===== config.mk =====
export PLATFORM = sky130hd
export DESIGN_NAME = clkdiv_ctrl
export DESIGN_NICKNAME = d
export VERILOG_FILES = /design/src/rtl/clkdiv_ctrl.sv
export SDC_FILE = /design/constraint.sdc
export NUM_CORES = 1
export LEC_CHECK = 0
export BUFFER_PORTS_ARGS = -buffer_cell sky130_fd_sc_hd__buf_2
export CORE_MARGIN = 5
export CORE_UTILIZATION = 44
export DETAILED_ROUTE_END_ITERATION = 12
export MAX_ROUTING_LAYER = met4
export SETUP_SLACK_MARGIN = 0.5
export SYNTH_ARGS = -nofsm -noshare
export SYNTH_HDL_FRONTEND = slang
export SYNTH_SLANG_ARGS = --single-unit

===== constraint.sdc =====
create_clock -name inputclock -period 3.65 [get_ports inputclock]
set_clock_uncertainty 0.15 [all_clocks]
set_input_delay 0.9125 -clock inputclock [delete_from_list [all_inputs] [get_ports inputclock]]
set_output_delay 0.9125 -clock inputclock [all_outputs]
set_load 0.1 [all_outputs]

===== src/rtl/clkdiv_ctrl.sv =====
// Programmable clock divider: one-cycle tick plus 50%-duty output clock, divisor from two prioritised requesters.
// Latency: tick/outputclock registered; first tick N edges after enable; divisor changes take effect at a period boundary.
// Backpressure: both ready signals drop while a divisor is pending; requester 1 also yields whenever requester 0 is valid.
module clkdiv_ctrl #(
    parameter int unsigned WIDTH       = 16,
    parameter int unsigned DEFAULT_DIV = 50000
) (
    input  logic             inputclock,
    input  logic             rst,
    input  logic             enable,
    input  logic             cfg0_valid,
    input  logic [WIDTH-1:0] cfg0_div,
    output logic             cfg0_ready,
    input  logic             cfg1_valid,
    input  logic [WIDTH-1:0] cfg1_div,
    output logic             cfg1_ready,
    output logic             tick,
    output logic             outputclock,
    output logic [WIDTH-1:0] cur_div,
    output logic             cfg_err,
    output logic             pending
);

    localparam logic [WIDTH-1:0] DEF_DIV = DEFAULT_DIV[WIDTH-1:0];
    localparam logic [WIDTH-1:0] ONE     = {{(WIDTH-1){1'b0}}, 1'b1};

    typedef enum logic [1:0] {
        IDLE = 2'd0,
        RUN  = 2'd1,
        PEND = 2'd2
    } state_t;

    state_t           state_q,    state_d;
    logic [WIDTH-1:0] count_q,    count_d;
    logic [WIDTH-1:0] cur_div_q,  cur_div_d;
    logic [WIDTH-1:0] pend_div_q, pend_div_d;
    logic             tick_q,     tick_d;
    logic             oclk_q,     oclk_d;
    logic             err_q,      err_d;

    logic             acc0;
    logic             acc1;
    logic             acc;
    logic             acc_nz;
    logic [WIDTH-1:0] acc_div;
    logic             wrap;

    // Handshake and arbitration: requester 0 always wins a simultaneous offer.
    always_comb begin
        cfg0_ready = (state_q != PEND);
        cfg1_ready = (state_q != PEND) && !cfg0_valid;
        acc0       = cfg0_valid && cfg0_ready;
        acc1       = cfg1_valid && cfg1_ready;
        acc        = acc0 || acc1;
        acc_div    = acc0 ? cfg0_div : cfg1_div;
        acc_nz     = acc && (acc_div != '0);
        wrap       = (count_q == (cur_div_q - ONE));
    end

    // Next-state: period counting, boundary-aligned divisor updates, enable/disable.
    always_comb begin
        state_d    = state_q;
        count_d    = count_q;
        cur_div_d  = cur_div_q;
        pend_div_d = pend_div_q;
        tick_d     = 1'b0;
        oclk_d     = oclk_q;
        err_d      = acc && (acc_div == '0);

        case (state_q)
            IDLE: begin
                count_d = '0;
                oclk_d  = 1'b0;
                // Nothing is running, so a new divisor can take effect at once.
                if (acc_nz) begin
                    cur_div_d = acc_div;
                end
                if (enable) begin
                    state_d = RUN;
                end
            end
            RUN, PEND: begin
                if (!enable) begin
                    state_d = IDLE;
                    count_d = '0;
                    oclk_d  = 1'b0;
                    // Stopping is a boundary too: commit whatever was waiting.
                    if (state_q == PEND) begin
                        cur_div_d = pend_div_q;
                    end else if (acc_nz) begin
                        cur_div_d = acc_div;
                    end
                end else begin
                    if (wrap) begin
                        count_d = '0;
                        tick_d  = 1'b1;
                        oclk_d  = ~oclk_q;
                    end else begin
                        count_d = count_q + ONE;
                    end
                    if ((state_q == PEND) && wrap) begin
                        cur_div_d = pend_div_q;
                        state_d   = RUN;
                    end
                    // An accept on a wrap edge still waits for the following wrap.
                    if ((state_q == RUN) && acc_nz) begin
                        pend_div_d = acc_div;
                        state_d    = PEND;
                    end
                end
            end
            default: begin
                state_d = IDLE;
            end
        endcase
    end

    // State and datapath registers with synchronous reset.
    always_ff @(posedge inputclock) begin
        if (rst) begin
            state_q    <= IDLE;
            count_q    <= '0;
            cur_div_q  <= DEF_DIV;
            pend_div_q <= DEF_DIV;
            tick_q     <= 1'b0;
            oclk_q     <= 1'b0;
            err_q      <= 1'b0;
        end else begin
            state_q    <= state_d;
            count_q    <= count_d;
            cur_div_q  <= cur_div_d;
            pend_div_q <= pend_div_d;
            tick_q     <= tick_d;
            oclk_q     <= oclk_d;
            err_q      <= err_d;
        end
    end

    assign tick        = tick_q;
    assign outputclock = oclk_q;
    assign cur_div     = cur_div_q;
    assign cfg_err     = err_q;
    assign pending     = (state_q == PEND);

endmodule

==> results.yml, run 1 <==
status:
  status: "finished clean"
timing:
  worst_slew_pin_slew_ps: 597
  fmax_mhz: 330
  slew_violations: 0
  holdWs_ps: 342
  setup_violations: 0
  hold_viol_final: 0
  fin_crit_ps: 3030
  rsz0062_at_grt: "yes"
  tns_ps: 0
  slew_headroom_pct: 60.2
  period_share_pct: 82.9
pwr:
  peakVddDrop_uv: 215
  clkPwrFrac_pct: 17.4
  power.total_mw: 2.30
  p_leak_nw: 1.67
  combPwrFrac_pct: 48.2
  power_frac_seq_pct: 34.4
  power_density_nw_per_um2: 569
  switchingPower_mw: 1.14
  swShare_pct: 49.7
  intPower_mw: 1.16
clock_network:
  ctsLongestPathBuffers: 2
  htreeDepth: 2
  holdBufCountCts: 0
  cts-buffers-inserted: 5
  clkTransAtPathRegs_ps: 110
  tritoncts: "built"
  cts_root_buf: "clkbuf_8"
  clock-sinks: 53
  clk-insertion-delay-late_ps: 320
run:
  maxCapViolations: 0
synth:
  synth_edf_count: 0
  synth_cell_types: 58
  synth_area_um2: 3500
  synthCells: 429
  yosysSeqAreaShare_pct: 30.3
  synthArstFlopShare_pct: 0
  syn_avg_cell_area_um2: 8.15
  synthFlopType: "dfxtp_1"
  synth_seq_cells: 53
  yosysWarnings: 0
  syn-num-nets: 472
global_route:
  antenna_found_initial: 0
  grt.overflow.total: 0
  grt_pass1_vias: 3173
  grt_max_degree: 38
  grt.total_usage_pct: 20.2
  grt_pass1_wl_mm: 15.8
setup_path:
  cp-start-kind: "register"
  worstSetupEndpointType: "register"
  worstPathMaxFanout: 10
  required_ps: 3710
  critical_path_class: "register to register"
  arrival_ps: 3080
route:
  vias: 3339
  dr.pass1.iters: 4
  dr.first_iter.drc_count: 91
  routed_via_density: 5.77
  finalWirelength_mm: 9.55
  route.detailed.wl_per_inst_um: 16.5
  drc_errors: 0
  postRouteAntennaNets: 0
placement:
  placed_cell_area_um2: 3860
  gp_congestion: 0.949
  hpwlAfterDp_mm: 7.36
  portBuffers: 58
cells_and_area:
  mostFrequentLayoutCell: "buf_2"
  drive_above_1_share_pct: 23.9
  final_util_pct: 52.3
  final_cell_mix: "buf_2 (58), nor2_1 (45), dfxtp_1 (43), a21oi_1 (25), nand2_1 (23)"
  syn2layout_area_growth_pct: 15.5
  nNetsFinal: 519
  postLayoutCellArea_um2: 4040
  diodes: 0
worst_hold_path:
  hold_class: "register to register"
die:
  design.core.area_um2: 7730
  row_count: 32
  die-height_um: 99.2
  die_w_um: 99.2
  io_pins: 59
  die_area_um2: 9830
  start_util_pct: 45.3
==> cells by family (layout without fill, tap and decap cells) <==
kind of cell,count (synthesis),after routing,share of synthesized area [%]
AOI/OAI and AO/OA,126,126,25.5
xor gates and xnor gates,18,18,4.51
buffers and inverters,37,84,4.61
adders and majority gates,6,6,2.15
muxes,21,21,6.01
and+or+nand+nor,168,169,26.9
DFF,53,53,30.3
==> power groups by stage <==
stage | clock network [mW] | logic (mW) | registers, mW
after CTS | 0.417 | 1.09 | 0.789
after floorplan | 0 | 0.575 | 1.10
after global placement | 0 | 1.09 | 0.799
final | 0.401 | 1.11 | 0.791
after detailed placement | 0 | 1.09 | 0.801
after global routing | 0.443 | 1.19 | 0.808
==> per-stage QoR <==
step,instances,setup WS [ps]
2_1_floorplan,429,510
3_3_place_gp,567,465
3_5_place_dp,567,417
4_1_cts,577,542
5_1_grt,579,475
6_report,579,624
==> repair_timing <==
action,CTS,global route
setup endpoints to repair,17,31
gates cloned,0,1
buffers inserted,2,1
gates resized for setup,1,6
endpoints found under the hold margin,0,0
pin swaps,1,2
==> layout make-up <==
cell class | count | area (um2)
Inverter | 10 | 41.3
Tap cell | 102 | 128
Clock buffer | 6 | 93.8
Timing Repair Buffer | 66 | 350
Clock inverter | 2 | 17.5
Multi-Input combinational cell | 340 | 2330
Fill cell | 771 | 3690
Sequential cell | 53 | 1080
==> critical path, cell delays in order, from the launching register on <==
cell and delay, ps:
dfxtp_2 400, or4_4 600, nor4_4 330, a211oi_1 140
a211oi_2 300, nor2_1 160, nor4b_2 420, a211oi_1 120
or3_1 310
==> flip-flops by register name (all words and copies together) (netlist names) <==
signal	count
count_q	16
cur_div	16
pend_div_q	16
state_q	2
cfg_err	1
outputclock	1
tick	1
==> synthesized netlist by cell type (3+ instances only) <==
cell,n,area [um2]
a22o_1,13,114
nand4_1,4,25.0
nor4_1,14,87.6
a211oi_1,20,150
mux2i_1,21,210
buf_2,3,15.0
xor2_1,5,43.8
ha_1,6,75.1
inv_1,9,33.8
dfxtp_1,53,1060
clkbuf_1,20,75.1
nand2b_1,4,25.0
xnor2_1,13,114
nand2_1,24,90.1
o21ai_1,6,30.0
nand3b_1,3,22.5
a21oi_1,25,125
o21ai_0,21,105
nor3_1,10,50.1
a21o_1,8,60.1
o211ai_1,9,67.6
and2_1,5,31.3
and3_1,11,68.8
nand3_1,12,60.1
nor4_4,3,63.8
nor2_1,47,176
nor2b_1,10,62.6
a221oi_1,5,43.8
nor3b_1,4,30.0
==> per-layer routing <==
metal | wire [um] | track usage, % | part of all wire, % | up-vias
li1 | - | - | - | 1699
met1 | 4550 | 26.4 | 48 | 1568
met2 | 4600 | 33.4 | 48 | 63
met3 | 305 | 2.52 | 3.2 | 9
met4 | 97 | 4.73 | 1.0 | 0
met5 | 0 | - | 0 | -
==> final timing paths <==
path | endpoint | cells past startpoint | slack (ps) | startpoint
setup / recovery | state_q[0]$_SDFFE_PP0P_ | 8 | 620 | cur_div[2]$_SDFFE_PP0P_
hold / removal | pend_div_q[7]$_SDFFE_PP0P_ | 2 | 340 | pend_div_q[7]$_SDFFE_PP0P_
setup reg to reg | state_q[0]$_SDFFE_PP0P_ | 8 | 620 | cur_div[2]$_SDFFE_PP0P_
hold reg to reg | pend_div_q[7]$_SDFFE_PP0P_ | 2 | 340 | pend_div_q[7]$_SDFFE_PP0P_
No activity file was read; power rests on OpenSTA's default activity.
==> inputs of run 2 (changes only) <==
--- a/config.mk
+++ b/config.mk
@@ -5,6 +5,7 @@
 export SDC_FILE = /design/constraint.sdc
 export NUM_CORES = 1
 export LEC_CHECK = 0
+export ABC_AREA = 1
 export BUFFER_PORTS_ARGS = -buffer_cell sky130_fd_sc_hd__buf_2
 export CORE_MARGIN = 5
 export CORE_UTILIZATION = 44
==> constraint.sdc (replaced) <==
create_clock -name inputclock -period 2.9 [get_ports inputclock]
set_clock_uncertainty 0.15 [all_clocks]
set_input_delay 0.725 -clock inputclock [delete_from_list [all_inputs] [get_ports inputclock]]
set_output_delay 0.725 -clock inputclock [all_outputs]
set_load 0.1 [all_outputs]
==> run 2 against run 1 <==
  * Global-route usage grew 4.0 points
  * Combinational power grew to 3.1 times the previous value
  * Core utilization grew 4.8 points
  * Sequential share of layout area shrank 5.8 points
  * Critical path type unchanged
  * Largest cell class unchanged
  * Largest power group unchanged
==> results.yml, run 2 <==
status:
  status: "finished clean"
synth:
  yosysTopAreaCellShare_pct: 26.0
  synth_area_um2: 4090
  syn_avg_cell_area_um2: 5.99
  synthTopCellsByCount: "nand2_1 (198), nand3_1 (107), nor2_1 (84)"
  synth.most_common_cell: "nand2_1"
  yosysWarnings: 0
  yosysSeqAreaShare_pct: 26.0
  synthFlopType: "dfxtp_1"
  synth_cell_types: 38
  synthCells: 682
  yosys.area.top_type: "dfxtp_1"
  synthArstFlopShare_pct: 0
  synth_seq_cells: 53
  synthTopCellsByArea: "dfxtp_1 (26%), nand2_1 (18%), nand3_1 (13%), nor2_1 (7.7%), inv_1 (6.2%)"
  syn-num-nets: 725
  synth_edf_count: 0
run:
  maxCapViolations: 0
route:
  route.detailed.wl_per_inst_um: 15.6
  postRouteAntennaNets: 0
  drc_errors: 0
  vias: 4675
  finalWirelength_mm: 13.5
  dr.pass1.iters: 5
  routed_via_density: 5.40
  dr.first_iter.drc_count: 307
setup_path:
  critical-path-top-delay-family: "simple AND/OR/NAND/NOR gates"
  critical_path_class: "register to register"
  worstPathMaxFanout: 13
  required_ps: 2960
  path_buf_inv: 4
  cp_cell_sequence: "inv_4 > ha_4 > clkinv_8 > buf_12 > nand3_1 > nand2_2 > nor2_2 > nand2_2 > nor2_4 > buf_12 > nand2_8 > nand3_1 > nand3_1 > nand2_1 > nand3_1 > nand2_1 > nor2_1"
  cp-start-kind: "register"
  worstSetupEndpointType: "register"
  arrival_ps: 2450
  slowest_delay_ps: 380
  cp_common_cell: "nand3_1"
  slowest_stage: "dfxtp_4"
cells_and_area:
  drive_above_1_share_pct: 27.8
  syn2layout_area_growth_pct: 28.0
  final_cell_mix: "nand2_1 (177), nand3_1 (93), nor2_1 (75), inv_1 (64), buf_2 (56)"
  mostFrequentLayoutCell: "nand2_1"
  fillers: 883
  postLayoutCellArea_um2: 5230
  multi_input_area_um2: 2980
  layout.area.seq_um2: 1090
  nNetsFinal: 797
  diodes: 0
global_route:
  grt_max_degree: 32
  grt_pass1_vias: 4554
  antenna_found_initial: 0
  grt.overflow.total: 0
  grt.total_usage_pct: 24.2
  grt_pass1_wl_mm: 21.5
die:
  die-height_um: 106
  design.core.area_um2: 9150
  die_w_um: 106
  die_area_um2: 11300
  io_pins: 59
  start_util_pct: 44.6
  row_count: 35
clock_network:
  tritoncts: "built"
  cts-buffers-inserted: 5
  cts_root_buf: "clkbuf_8"
  clock-sinks: 53
  ctsLongestPathBuffers: 2
  clkTransAtPathRegs_ps: 110
  clk-insertion-delay-late_ps: 320
  htreeDepth: 2
worst_hold_path:
  hold_class: "register to register"
timing:
  tns_ps: 0
  slew_headroom_pct: 48.6
  fin_crit_ps: 2390
  period_share_pct: 82.6
  hold_viol_final: 0
  fmax_mhz: 418
  slew_violations: 0
  setup_violations: 0
  worst_slew_pin_slew_ps: 771
  rsz0062_at_grt: "yes"
placement:
  gp_congestion: 0.877
  portBuffers: 58
  hpwlAfterDp_mm: 9.26
  placed_cell_area_um2: 4480
pwr:
  p_leak_nw: 2.41
  peakVddDrop_uv: 751
  power_density_nw_per_um2: 962
[run 2: cell count changes after synthesis, sizes merged, moves of 13 or more]
cell    previous run  this run
nand2             25       204
nand3             12       109
inv                9        73
nor2              47        95
a211oi            21         0
mux2i             21         0
nor4              18         0
a22o              13         0
[run 2: per-stage QoR]
stage / cells / setup WS, ps / hold slack, ps / total power, mW / util, %
detailed placement: 833 / 183 / 302 / 4.11 / 49.0
floorplan: 682 / 525 / 279 / 3.54 / -
global placement: 833 / 202 / 296 / 4.07 / 49.0
finish: 866 / 506 / 326 / 5.03 / 57.1
CTS: 850 / 493 / 318 / 4.72 / 52.2
global route: 866 / 371 / 354 / 5.45 / 57.1
[run 2: report_power, final]
| part | switching [mW] | total (mW) | internal, mW |
|---|---|---|---|
| Combinational | 2.39 | 3.43 | 1.05 |
| Clock | 0.277 | 0.472 | 0.195 |
| Sequential | 0.222 | 1.12 | 0.900 |
| Total | 2.89 | 5.03 | 2.14 |
[run 2: layout make-up]
type	instances	area share (%)
repair buffers	85	11.6
multi-input cells	534	57.1
clock inverters	2	0.263
flip-flops and latches	53	20.9
clock buffers	6	1.58
well taps	111	2.66
inverters	75	6.01
[run 2: routing by layer]
metal / global-route usage, % / up-vias / part of all wire (%)
li1: - / 2339 / -
met2: 38.9 / 125 / 47
met4: 8.23 / 0 / 2.4
met5: - / - / 0
met3: 3.04 / 22 / 4.8
met1: 31.6 / 2189 / 46
[run 2: path summary, 6_finish.rpt]
check                              start                          end  slack (ps)  depth (start not counted)
min          pend_div_q[10]$_SDFFE_PP0P_  pend_div_q[10]$_SDFFE_PP0P_         330                          2
max              state_q[0]$_SDFFE_PP0P_     cur_div[11]$_SDFFE_PP0P_         510                         17
min reg2reg  pend_div_q[10]$_SDFFE_PP0P_  pend_div_q[10]$_SDFFE_PP0P_         330                          2
max reg2reg      state_q[0]$_SDFFE_PP0P_     cur_div[11]$_SDFFE_PP0P_         510                         17
[run 2: what timing repair did]
action                                  4_1_cts  5_1_grt
pin swaps                                     8       36
hold buffers                                  0        0
buffers inserted                              3       14
resized for setup                            24       74
gates cloned                                  6        2
endpoints found under the setup margin       45       53
[run 2: logic make-up after synthesis]
group,count (synthesis),synth area share [%]
buffers and inverters,101,10.6
DFF,53,26.0
and+or+nand+nor,439,48.8
AOI/OAI and AO/OA,68,9.37
adders and majority gates,6,1.84
xor gates and xnor gates,15,3.40
[run 2: tightest hold or removal path: cells and delay by family, from the launching register on]
kind,cells,cell delay (ps)
flops,1,320
buf+inv,1,60
compound gates,1,60
